File: config.mk
export PLATFORM = sky130hd
export DESIGN_NAME = div_seq
export DESIGN_NICKNAME = d
export VERILOG_FILES = /design/src/rtl/div_seq.sv
export SDC_FILE = /design/constraint.sdc
export NUM_CORES = 1
export LEC_CHECK = 0
export ABC_AREA = 1
export BUFFER_PORTS_ARGS = -buffer_cell sky130_fd_sc_hd__buf_2
export CAP_MARGIN = 20
export CORE_ASPECT_RATIO = 0.75
export CORE_MARGIN = 5
export CORE_UTILIZATION = 60
export DETAILED_ROUTE_END_ITERATION = 6
export MAX_ROUTING_LAYER = met4
export PLACE_DENSITY = 0.81
export SYNTH_ARGS = -nofsm -noshare
export SYNTH_HDL_FRONTEND = slang
export SYNTH_SLANG_ARGS = --single-unit
File: constraint.sdc
create_clock -name clk -period 4.3 [get_ports clk]
set_input_delay 0.215 -clock clk [delete_from_list [all_inputs] [get_ports clk]]
set_output_delay 0.215 -clock clk [all_outputs]
set_load 0.01 [all_outputs]
File: src/rtl/div_seq.sv
// Iterative restoring divider (1 quotient bit/cycle) with pipeline stall for DIV/DIVU.
// Define DIV_ANNUL_EN to let 'annul' cancel an op in flight; otherwise 'annul' is ignored.
module div_seq #(
    parameter int WIDTH = 32
) (
    input  logic             clk,
    input  logic             rst,
    input  logic             start,
    input  logic             signed_div,
    input  logic             annul,
    input  logic [WIDTH-1:0] opa,
    input  logic [WIDTH-1:0] opb,
    output logic             stall,
    output logic             busy,
    output logic             ready,
    output logic [WIDTH-1:0] quotient,
    output logic [WIDTH-1:0] remainder,
    output logic             dbz
);
    localparam int unsigned CW = $clog2(WIDTH);

    typedef enum logic [1:0] {IDLE, CALC, DONE} stateT;

    stateT            state, stateNext;
    logic [CW-1:0]    cnt, cntNext;
    logic [WIDTH-1:0] remR, remNext;
    logic [WIDTH-1:0] dvd, dvdNext;
    logic [WIDTH-1:0] dvs, dvsNext;
    logic             negQ, negQNext, negR, negRNext;
    logic             busyNext, readyNext, dbzNext;
    logic [WIDTH-1:0] quotientNext, remainderNext;

    logic             startAcc, annulCalc;
    logic [WIDTH:0]   shifted;
    logic             ge;
    logic [WIDTH-1:0] stepRem, stepQ, absA, absB;

`ifdef DIV_ANNUL_EN
    assign startAcc  = start & ~annul;
    assign annulCalc = annul;
`else
    assign startAcc  = start;
    assign annulCalc = 1'b0;
    logic unusedAnnul;
    assign unusedAnnul = annul;
`endif

    // One restoring step: the compare is WIDTH+1 bits so a full-scale divisor cannot overflow.
    assign shifted = {remR, dvd[WIDTH-1]};
    assign ge      = shifted >= {1'b0, dvs};
    assign stepRem = ge ? WIDTH'(shifted - {1'b0, dvs}) : shifted[WIDTH-1:0];
    assign stepQ   = {dvd[WIDTH-2:0], ge};
    assign absA    = (signed_div && opa[WIDTH-1]) ? WIDTH'(-opa) : opa;
    assign absB    = (signed_div && opb[WIDTH-1]) ? WIDTH'(-opb) : opb;

    // Next-state, datapath and output logic.
    always_comb begin
        stateNext     = state;
        cntNext       = cnt;
        remNext       = remR;
        dvdNext       = dvd;
        dvsNext       = dvs;
        negQNext      = negQ;
        negRNext      = negR;
        busyNext      = 1'b0;
        readyNext     = 1'b0;
        dbzNext       = dbz;
        quotientNext  = quotient;
        remainderNext = remainder;
        stall         = 1'b0;
        case (state)
            IDLE: begin
                if (startAcc) begin
                    stall = 1'b1;
                    if (opb == '0) begin
                        stateNext     = DONE;
                        readyNext     = 1'b1;
                        dbzNext       = 1'b1;
                        quotientNext  = '1;
                        remainderNext = opa;
                    end else begin
                        stateNext = CALC;
                        busyNext  = 1'b1;
                        dvdNext   = absA;
                        dvsNext   = absB;
                        remNext   = '0;
                        cntNext   = '0;
                        negQNext  = signed_div & (opa[WIDTH-1] ^ opb[WIDTH-1]);
                        negRNext  = signed_div & opa[WIDTH-1];
                    end
                end
            end
            CALC: begin
                stall = 1'b1;
                if (annulCalc) begin
                    stateNext = IDLE;
                end else begin
                    remNext = stepRem;
                    dvdNext = stepQ;
                    cntNext = cnt + CW'(1);
                    if (cnt == CW'(WIDTH - 1)) begin
                        stateNext     = DONE;
                        readyNext     = 1'b1;
                        dbzNext       = 1'b0;
                        quotientNext  = negQ ? WIDTH'(-stepQ) : stepQ;
                        remainderNext = negR ? WIDTH'(-stepRem) : stepRem;
                    end else begin
                        busyNext = 1'b1;
                    end
                end
            end
            DONE:    stateNext = IDLE;
            default: stateNext = IDLE;
        endcase
    end

    always_ff @(posedge clk) begin
        if (rst) begin
            state     <= IDLE;
            cnt       <= '0;
            remR      <= '0;
            dvd       <= '0;
            dvs       <= '0;
            negQ      <= 1'b0;
            negR      <= 1'b0;
            busy      <= 1'b0;
            ready     <= 1'b0;
            dbz       <= 1'b0;
            quotient  <= '0;
            remainder <= '0;
        end else begin
            state     <= stateNext;
            cnt       <= cntNext;
            remR      <= remNext;
            dvd       <= dvdNext;
            dvs       <= dvsNext;
            negQ      <= negQNext;
            negR      <= negRNext;
            busy      <= busyNext;
            ready     <= readyNext;
            dbz       <= dbzNext;
            quotient  <= quotientNext;
            remainder <= remainderNext;
        end
    end
endmodule

### After elaboration in Yosys (flattened, before gate mapping)

Index checks and enable logic that the tools add are counted.

* register bits: 172
* input port bits: 69
* output and inout port bits: 68
* logic and storage cells: 78

* $add $sub $neg: 6
* $lt $le $gt $ge: 1
* eq/ne operators: 6
* muxes and demuxes: 40
* bitwise operators: 4
* reduce and logical (&&, ||, !) cells: 9

Operators with widths (number)
* 2-to-1 mux 32 bit: 15
* case mux 32 bit (2 select lines): 4
* negator 32 bit: 4
* >= comparator 33 x 32 -> 1 bit: 1
* zero test 32 bit: 1
* subtractor 32 bit: 1
* 2-to-1 mux 1 bit: 10
* 2-to-1 mux 5 bit: 2
* case mux 5 bit (2 select lines): 1
* inequality test 2 bit (second input constant): 4
* case mux 1 bit (2 select lines): 4
* 2-to-1 mux 2 bit: 3
* AND reduction 3 bit: 2
* adder 5 x 1 -> 5 bit (second input constant): 1
* equality test 5 bit (second input constant): 1
* case mux 2 bit (2 select lines): 1
* AND reduction 4 bit: 1
* bitwise AND 1 bit: 2
* equality test 2 x 1 -> 1 bit (second input constant): 1
* logical AND 1 bit: 2
* zero test 2 bit: 1
* AND reduction 2 bit: 1
* nonzero test 2 bit: 1
* NOT 1 bit: 1
* XOR 1 bit: 1

### Longest topological paths before layout

Gate-level depths: netlist of run 1.

* depth in word-level cells: 6
* gate-level depth with buffers: 32
* gate-level depth less buffers: 31

### Least setup slack after synthesis of run 1

OpenSTA, ideal clock, no wires.

* path type: reg2reg
* start: reg dvs[20]
* end: reg quotient[28]
* data arrival time: 3511 ps
* slack: 672 ps
* stages on the path, launching flop included: 31
* buffers on the path: 1
* path through: dfxtp_1 > inv_1 > ha_1 > a21oi_1 > nand2_1 > nand2_1 > nand2_1 > nand2_2 > nand3_4 > nor2_8 > nand2_4 > buf_8 > clkinv_2 > ha_1 > inv_1 > nor3_2 > nand3_1 > nor3_2 > nand2_1 > nor2_1 > nand2_1 > nand2_1 > nand2_1 > a21oi_1 > inv_1 > a21oi_1 > o21ai_0 > nand2_1 > inv_1 > o221ai_1 > inv_1

* longest elaborated chain between the ends: 5

RTL lines
* from (decl): RTL line 28 `logic [WIDTH-1:0] dvs, dvsNext;`
* from (signal assigned): RTL line 136 `dvs <= dvsNext;`
* >= comparator 33 x 32 -> 1 bit: RTL line 50 `assign ge = shifted >= {1'b0, dvs};`
* negator 32 bit: RTL line 105 `quotientNext = negQ ? WIDTH'(-stepQ) : stepQ;`
* 2-to-1 mux 32 bit: RTL line 105
* 2-to-1 mux 32 bit: RTL line 101 `if (cnt == CW'(WIDTH - 1)) begin`
* case mux 32 bit (2 select lines): RTL line 71 `case (state)`
* to (signal assigned): RTL line 142 `quotient <= quotientNext;`
* to (decl): RTL line 16 `output logic [WIDTH-1:0] quotient,`

Every way passes these cells. The select of a mux whose other input is x is not followed.
A chain may end at the register's enable or synchronous reset.

### Final worst setup path of run 1

* start: reg dvs[28]
* end: reg quotient[30]

Same word-level chain as after synthesis.

==> impl_metrics.ini, run 1 <==
[min_path]
hold_end = dvs[31]$_SDFFE_PP0P_
worstHoldPathType = in2reg
hp-start = opb[31]
hold_depth = 3

[synthesis]
syn_inst = 2028
synth-main-ff-cell = dfxtp_1
synthesis.nets = 2136
yosysWarningCount = 0
async_reset_ff_share_pct = 0
yosysTopAreaCell = dfxtp_1
synth-edff-count = 0
synth-seq-cells = 172
synth_top_area_share_pct = 27.6
syn_area_um2 = 12500
syn_avg_cell_area_um2 = 6.15
synth_area_leaders = dfxtp_1, nand2_1, inv_1
ys_seq_area_share_pct = 27.6
netlist-cell-type-count = 54

[detailed_routing]
wl_per_cell_um = 17.4
wirelength_um = 42100
drc = 0
ant_nets = 0
drtPass1Iterations = 6
via_count = 14204
viasPerCell = 5.86
drt-initial-drc-count = 1964

[grt]
grt_max_degree = 95
grt_first_pass_wirelength_um = 66300
grt_use_total_pct = 35.5
antenna_found_initial = 1
overflow = 0
grt_pass1_vias = 12746

[die]
coreArea_um2 = 20300
start_util_pct = 61.4
die_y_um = 135
die_w_um = 177
die_area_um2 = 23800
ios = 137
rows = 45

[setup_path]
critPathKind = reg2reg
cp_common_cell = inv_1
cp.buffers_inverters = 6
worstPathRequired_ps = 4640
reg2reg_to = quotient[30]$_SDFFE_PP0P_
cp_slowest_cell = ha_1
critical-path-top-delay-family = simple AND/OR/NAND/NOR gates
cp_max_fo = 6
r2r-start = dvs[28]$_SDFFE_PP0P_
arrival_ps = 4420
ff2ff_setup_slack_ps = 210
r2r_cells = 25
worst_setup_path_start_kind = flop
cp_slowest_stage_delay_ps = 340
worstSetupEndpointType = flop

[placement]
numPortBuffers = 135
dpl.hpwl_um = 31700
place_ws_ps = 227
gp_congestion = 0.950

[finish]
area_growth_syn_to_layout_pct = 12.7
drive_gt1_share_pct = 12.7
fin_nets = 2236
antenna_cells = 0

[cts]
clock-root-buffer = clkbuf_16
clk_latency_ps = 450
cts.sink_count = 172
clk_pin_slew_worst_paths_ps = 70
cts_tree = done
cts_made_buffers = 17
clockBufferDepth = 2
htreeDepth = 4

[timing]
finalHoldViolCount = 0
timing.final.max_slew_violations = 0
tightest_slew_ps = 999
finalCriticalPeriod_ps = 4090
finalSetupViolCount = 0
period_share_pct = 95.1
setup_ws_ps = 212
max_freq_mhz = 245
max_slew_margin_pct = 33.4
worst_clock_skew_ps = 8.79

[run_status]
status = finished clean

[job]
max_cap_violations = 0
## sequential cells by signal, indices dropped and copies added (netlist names)
signal,cells
negR,1
quotient,32
ready,1
negQ,1
dvd,32
dvs,32
cnt,5
dbz,1
busy,1
remR,32
remainder,32
state,2
## synthesized netlist by cell type, types with 11 or more instances
cell	number
nand2_1	527
inv_1	252
nor2_1	186
dfxtp_1	172
a21oi_1	163
nand3_1	145
o21ai_0	126
clkbuf_1	59
ha_1	38
xor2_1	36
nor3_1	33
nand4_1	32
a31oi_1	31
o22ai_1	31
o221ai_1	16
nand2_2	15
xnor2_1	15
o211ai_1	11
or2_2	11
## routing by layer
metal / wire length [um] / vias up / GRT usage, %
met4: 750 / 0 / 8.25
met3: 4830 / 75 / 8.03
met5: 0 / - / -
met1: 19400 / 6425 / 51.6
li1: - / 6912 / -
met2: 17200 / 792 / 49.9
## cells by family (layout without fill, tap and decap cells)
kind of cell / Yosys count / after routing / synth area share (%)
AOI/OAI and AO/OA: 423 / 423 / 19.3
xor gates and xnor gates: 51 / 51 / 3.58
adders and majority gates: 39 / 39 / 3.97
buffers and inverters: 346 / 459 / 10.8
DFF: 172 / 172 / 27.6
and+or+nand+nor: 997 / 997 / 34.8
## cell usage in the layout, fill, tap and decap left out, types with 36 or more instances in the layout
master   Yosys  layout
nand2_1    527     526
inv_1      252     251
nor2_1     186     184
dfxtp_1    172     171
a21oi_1    163     160
nand3_1    145     143
buf_2        9     135
o21ai_0    126     126
ha_1        38      37
xor2_1      36      36
## layout make-up
| class | instances | area [um2] |
|---|---|---|
| multi-input cells | 1510 | 7740 |
| well taps | 282 | 353 |
| clock inverters | 13 | 179 |
| flip-flops and latches | 172 | 3440 |
| fillers | 1851 | 6260 |
| clock buffers | 19 | 443 |
| inverters | 263 | 988 |
| repair buffers | 164 | 918 |
## worst reg2reg max path: cells and delay by family, from the launching register on
family | cells | cell delay, ps
and+or+nand+nor | 11 | 1570
DFF | 1 | 310
buffers and inverters | 6 | 490
adders and majority gates | 2 | 490
AOI/OAI and AO/OA | 6 | 1110
## how the worst max path moves through the flow
stage / start / end / slack [ps] / cells past startpoint
2_1_floorplan: dvs[20]$_SDFFE_PP0P_ / quotient[28]$_SDFFE_PP0P_ / 670 / 30
3_3_place_gp: dvs[24]$_SDFFE_PP0P_ / quotient[28]$_SDFFE_PP0P_ / 330 / 29
3_5_place_dp: dvs[24]$_SDFFE_PP0P_ / quotient[28]$_SDFFE_PP0P_ / 230 / 29
4_1_cts: dvs[24]$_SDFFE_PP0P_ / quotient[28]$_SDFFE_PP0P_ / 200 / 29
5_1_grt: dvs[4]$_SDFFE_PP0P_ / quotient[28]$_SDFFE_PP0P_ / -30 / 31
6_report: dvs[28]$_SDFFE_PP0P_ / quotient[30]$_SDFFE_PP0P_ / 210 / 25
## per-stage QoR
step           TNS [ps]  std cells  util (%)  hold slack [ps]  cell area [um2]
2_1_floorplan         0       2028         -              361            12500
3_3_place_gp          0       2389      65.9              449            13400
3_5_place_dp          0       2389      65.9              458            13400
4_1_cts               0       2421      68.9             74.4            14000
5_1_grt           -39.8       2423      69.2              107            14100
6_report              0       2423      69.2             77.9            14100
## what timing repair did
action / CTS / global route
setup endpoints to repair: 0 / 3
hold buffers: 0 / 0
setup buffers: 0 / 2
gates resized for setup: 0 / 10
Power of run 1 is left out: the tool's default activity adds up to more than one toggle a clock period on the data nets, which glitch-free logic cannot reach.
==> run 2, diff against run 1 <==
--- a/config.mk
+++ b/config.mk
@@ -5,7 +5,6 @@
 export SDC_FILE = /design/constraint.sdc
 export NUM_CORES = 1
 export LEC_CHECK = 0
-export ABC_AREA = 1
 export BUFFER_PORTS_ARGS = -buffer_cell sky130_fd_sc_hd__buf_2
 export CAP_MARGIN = 20
 export CORE_ASPECT_RATIO = 0.75
@@ -13,7 +12,7 @@
 export CORE_UTILIZATION = 60
 export DETAILED_ROUTE_END_ITERATION = 6
 export MAX_ROUTING_LAYER = met4
-export PLACE_DENSITY = 0.81
+export PLACE_DENSITY = 0.82
 export SYNTH_ARGS = -nofsm -noshare
 export SYNTH_HDL_FRONTEND = slang
 export SYNTH_SLANG_ARGS = --single-unit
==> impl_metrics.ini, run 2 <==
[setup_path]
cp_slowest_cell = fa_1
critPathKind = reg2reg
cp_cell_sequence = inv_1 > ha_1 > inv_1 > fa_1 > a211oi_2 > o21ai_1 > a31oi_2 > a221oi_1 > a211oi_1 > or3b_1 > a211o_1 > o41ai_1 > xor2_1 > a2111oi_0
cp_slowest_stage_delay_ps = 440
worstSetupEndpointType = flop
worstPathRequired_ps = 4620
worst_setup_path_start_kind = flop
cp_common_cell = inv_1
arrival_ps = 4460
cp_max_fo = 4

[synthesis]
synth_top_area_share_pct = 28.8
synth-seq-cells = 172
async_reset_ff_share_pct = 0
netlist-cell-type-count = 72
synth_xor_area_share_pct = 8.58
synthTopCellsByCount = nor2_1, dfxtp_1, a21oi_1
synth_area_leaders = dfxtp_1, nor2_1, a21oi_1
synth_top_family_by_area = compound AO/OA/AOI/OAI gates
syn_inst = 1598
yosysWarningCount = 0
synth-edff-count = 0
synth_compound_area_share_pct = 27.7
yosysTopAreaCell = dfxtp_1
yosysMostFrequentCell = nor2_1
syn_avg_cell_area_um2 = 7.47
synthMuxAreaShare_pct = 3.65
syn_area_um2 = 11900
synthesis.nets = 1706
synthAdderAreaFrac_pct = 4.15
synth-main-ff-cell = dfxtp_1
yosys.area_share.simple_pct = 21.9
ys_seq_area_share_pct = 28.8

[finish]
n_fill_cell = 1613
drive_gt1_share_pct = 17.5
area_growth_syn_to_layout_pct = 16.0
multi_input_area_um2 = 8090
seq_area_um2 = 3450
antenna_cells = 0
fin_nets = 1827
final_common_cell = nor2_1
final_cell_mix = nor2_1, dfxtp_1, a21oi_1, buf_2, nand2_1

[pwr]
ir_drop_uv = 227
power_density_nw_per_um2 = 310
power.leakage_nw = 5.75
power_mw = 4.29

[timing]
max_slew_margin_pct = 32.6
period_share_pct = 96.4
setup_ws_ps = 156
worst_clock_skew_ps = 15.3
hold_ws_ps = 66.6
finalSetupViolCount = 0
tns_ps = 0
finalHoldViolCount = 0
finalCriticalPeriod_ps = 4140
max_freq_mhz = 241
timing.final.max_slew_violations = 0
tightest_slew_ps = 1010

[grt]
busiest_layer = met1
grt_use_total_pct = 32.4
overflow = 0
met2_usage_pct = 46.6
grt_pass1_vias = 11409
use_met1_pct = 47.3
grt_max_degree = 83
antenna_found_initial = 0
grt_use_met3_pct = 5.59
grt_first_pass_wirelength_um = 59700

[cts]
cts_made_buffers = 17
clockBufferDepth = 2
clk_latency_ps = 450
clk_pin_slew_worst_paths_ps = 70
cts_tree = done
clock-root-buffer = clkbuf_16
cts.sink_count = 172
htreeDepth = 4

[die]
die_w_um = 173
start_util_pct = 61.3
die_y_um = 132
coreArea_um2 = 19500
rows = 44
ios = 137
die_area_um2 = 22900

[placement]
gp_congestion = 0.981
numPortBuffers = 135
dpl.hpwl_um = 27500
place_ws_ps = 95.9

[detailed_routing]
drt-initial-drc-count = 1664
via_count = 12843
drtPass1Iterations = 7
wirelength_um = 37700
wl_per_cell_um = 19.0
viasPerCell = 6.47
drc = 9
ant_nets = 0

[run_status]
status = complete, but fails checks
violations = design-rule violations

[min_path]
worstHoldPathType = in2reg

[job]
max_cap_violations = 0
-- run 2: cell families (layout without fill, tap and decap cells) --
logic type | count (synthesis) | count (layout)
AO/OA/AOI/OAI | 511 | 511
XOR/XNOR | 117 | 117
adder cells (fa/ha/maj) | 39 | 39
buffers and inverters | 158 | 291
flip-flops | 172 | 172
multiplexers | 42 | 42
AND/OR/NAND/NOR | 559 | 559
-- run 2: path summary, 6_finish.rpt --
path	startpoint	endpoint	slack, ps	cells past startpoint
setup / recovery	dvd[31]$_SDFFE_PP0P_	remainder[23]$_SDFFE_PP0P_	160	14
setup reg to reg	dvd[31]$_SDFFE_PP0P_	remainder[23]$_SDFFE_PP0P_	160	14
hold reg to reg	remainder[8]$_SDFFE_PP0P_	remainder[8]$_SDFFE_PP0P_	480	2
hold / removal	opb[0]	dvs[0]$_SDFFE_PP0P_	70	3
-- run 2: worst max-delay path, delay by kind of cell (launching register included) --
family	cells	cell delay (ps)
buffers and inverters	2	150
adder cells (fa/ha/maj)	2	610
AO/OA/AOI/OAI	8	2400
AND/OR/NAND/NOR	1	380
XOR/XNOR	1	140
flip-flops	1	340
-- run 2: per-stage QoR --
step	std cells	utilization (%)	instance area [um2]
final	1984	71.1	13800
after global routing	1984	71.1	13800
after global placement	1951	67.6	13200
after detailed placement	1951	67.6	13200
after CTS	1982	70.5	13700
after floorplan	1598	-	12100
-- run 2: layer usage --
layer  up-vias  routed length [um]
met2       725               16100
met1      5988               16700
li1       6068                   -
met3        62                4200
met5         -                   0
met4         0                 626
-- run 2: cell type report --
cell class / instances / share of cell area, %
inverters: 56 / 1.52
multi-input cells: 1268 / 58.4
well taps: 253 / 2.29
clock inverters: 14 / 1.08
repair buffers: 204 / 8.73
clock buffers: 17 / 3.07
flip-flops and latches: 172 / 24.9
-- run 2: power breakdown --
group	leakage, nW	internal (mW)	switching [mW]
clock network	0.282	0.773	0.773
registers	1.40	1.65	0.0661
logic	4.07	0.389	0.632
-- run 2: timing repair --
action	CTS	global route
setup buffers	0	2
endpoints found under the setup margin	0	16
hold buffers	0	0
gates resized for setup	0	22
No activity file was read; power rests on OpenSTA's default activity.
==> run 3, diff against run 2 <==
--- a/config.mk
+++ b/config.mk
@@ -7,7 +7,7 @@
 export LEC_CHECK = 0
 export BUFFER_PORTS_ARGS = -buffer_cell sky130_fd_sc_hd__buf_2
 export CAP_MARGIN = 20
-export CORE_ASPECT_RATIO = 0.75
+export CORE_ASPECT_RATIO = 1.5
 export CORE_MARGIN = 5
 export CORE_UTILIZATION = 60
 export DETAILED_ROUTE_END_ITERATION = 6
==> impl_metrics.ini, run 3 (synthesized netlist as in run 2, its figures left out) <==
[setup_path]
worstSetupEndpointType = flop
r2r_cells = 14
cp_slowest_cell = o41ai_1
critPathKind = reg2reg
arrival_ps = 4410
cp_max_fo = 36
r2r-start = dvs[2]$_SDFFE_PP0P_
worst_setup_path_start_kind = flop
worstPathRequired_ps = 4640
ff2ff_setup_slack_ps = 240
cp_slowest_stage_delay_ps = 420
reg2reg_to = remainder[21]$_SDFFE_PP0P_
cp_cell_sequence = inv_1 > ha_2 > nand3_2 > nor4_1 > a41o_1 > nor3b_4 > a21oi_4 > inv_2 > buf_4 > or3b_1 > a211o_1 > o41ai_1 > xnor2_1 > a2111oi_2

[die]
die_y_um = 183
ios = 137
start_util_pct = 60.6
rows = 63
die_w_um = 125
die_area_um2 = 22900
coreArea_um2 = 19700

[detailed_routing]
via_count = 12568
wirelength_um = 37300
wl_per_cell_um = 18.7
drtPass1Iterations = 5
drt-initial-drc-count = 1156
drc = 0
viasPerCell = 6.30
ant_nets = 0

[timing]
finalHoldViolCount = 0
period_share_pct = 94.5
worst_clock_skew_ps = 11.9
hold_ws_ps = 75.7
finalSetupViolCount = 0
timing.final.max_slew_violations = 0
max_freq_mhz = 246
grt_setup_unrepaired = false
setup_ws_ps = 235
finalCriticalPeriod_ps = 4060
max_slew_margin_pct = 31.1
tightest_slew_ps = 1030

[finish]
drive_gt1_share_pct = 17.2
n_fill_cell = 1686
antenna_cells = 0
fin_nets = 1830
seq_area_um2 = 3450
area_growth_syn_to_layout_pct = 16.2
final_cell_mix = nor2_1, dfxtp_1, a21oi_1, buf_2, nand2_1
multi_input_area_um2 = 8060
final_common_cell = nor2_1

[cts]
cts_made_buffers = 17
clockBufferDepth = 2
cts_tree = done
clk_latency_ps = 440
htreeDepth = 4
clock-root-buffer = clkbuf_16
cts.sink_count = 172
clk_pin_slew_worst_paths_ps = 70

[placement]
gp_congestion = 0.991
place_ws_ps = 103
dpl.hpwl_um = 28100
numPortBuffers = 135

[grt]
met2_usage_pct = 55.5
overflow = 0
grt_use_met3_pct = 4.95
grt_pass1_vias = 11849
grt_max_degree = 79
busiest_layer = met2
use_met1_pct = 34.4
grt_use_total_pct = 32.4
antenna_found_initial = 0
grt_first_pass_wirelength_um = 58900

[min_path]
worstHoldPathType = in2reg
hold_depth = 3
hold_end = dvs[1]$_SDFFE_PP0P_
hp-start = opb[1]

[run_status]
status = finished clean

[pwr]
power_density_nw_per_um2 = 305
ir_drop_uv = 268
power_mw = 4.23
power.leakage_nw = 5.76

[job]
max_cap_violations = 0
## run 3: how the worst max path moves through the flow
stage | from | to | slack [ps] | cells past startpoint
floorplan | dvs[14]$_SDFFE_PP0P_ | remainder[26]$_SDFFE_PP0P_ | -10 | 21
global placement | dvs[30]$_SDFFE_PP0P_ | remainder[26]$_SDFFE_PP0P_ | 160 | 18
detailed placement | dvs[30]$_SDFFE_PP0P_ | remainder[26]$_SDFFE_PP0P_ | 100 | 18
CTS | dvs[30]$_SDFFE_PP0P_ | remainder[26]$_SDFFE_PP0P_ | 90 | 18
global route | dvd[31]$_SDFFE_PP0P_ | remainder[23]$_SDFFE_PP0P_ | 9 | 14
finish | dvs[2]$_SDFFE_PP0P_ | remainder[21]$_SDFFE_PP0P_ | 240 | 14
## run 3: final cells by class
class / count / share of cell area [%]
Clock inverter: 12 / 0.803
Inverter: 56 / 1.52
Tap cell: 260 / 2.34
Multi-Input combinational cell: 1268 / 58.1
Sequential cell: 172 / 24.8
Timing Repair Buffer: 207 / 9.11
Clock buffer: 20 / 3.29
## run 3: what timing repair did
item	CTS	global route
hold buffers	0	0
gates resized for setup	0	15
endpoints found under the setup margin	0	16
buffers inserted	0	1
## run 3: power breakdown
group	switching (mW)	internal [mW]
Clock	0.681	0.832
Sequential	0.0623	1.65
Combinational	0.612	0.392
Total	1.36	2.88
## run 3: worst max-delay path: cells and delay by family, from the launching register on
kind                       cells  cell delay, ps
AOI/OAI and AO/OA              5            1700
and+or+nand+nor                4             980
buffers and inverters          3             410
adders and majority gates      1             390
DFF                            1             340
xor gates and xnor gates       1             150
## run 3: stage by stage
step / area (um2) / utilization (%) / std cells / TNS [ps]
after floorplan: 12100 / - / 1598 / -13.3
after global placement: 13200 / 67.1 / 1961 / 0
after detailed placement: 13200 / 67.1 / 1961 / 0
after CTS: 13800 / 69.9 / 1993 / 0
after global routing: 13900 / 70.4 / 1995 / 0
final: 13900 / 70.4 / 1995 / 0
## run 3: layer usage
metal	wire length, um	up-vias
met1	14000	5795
met4	2580	0
li1	-	6061
met2	18200	562
met3	2520	150
met5	0	-
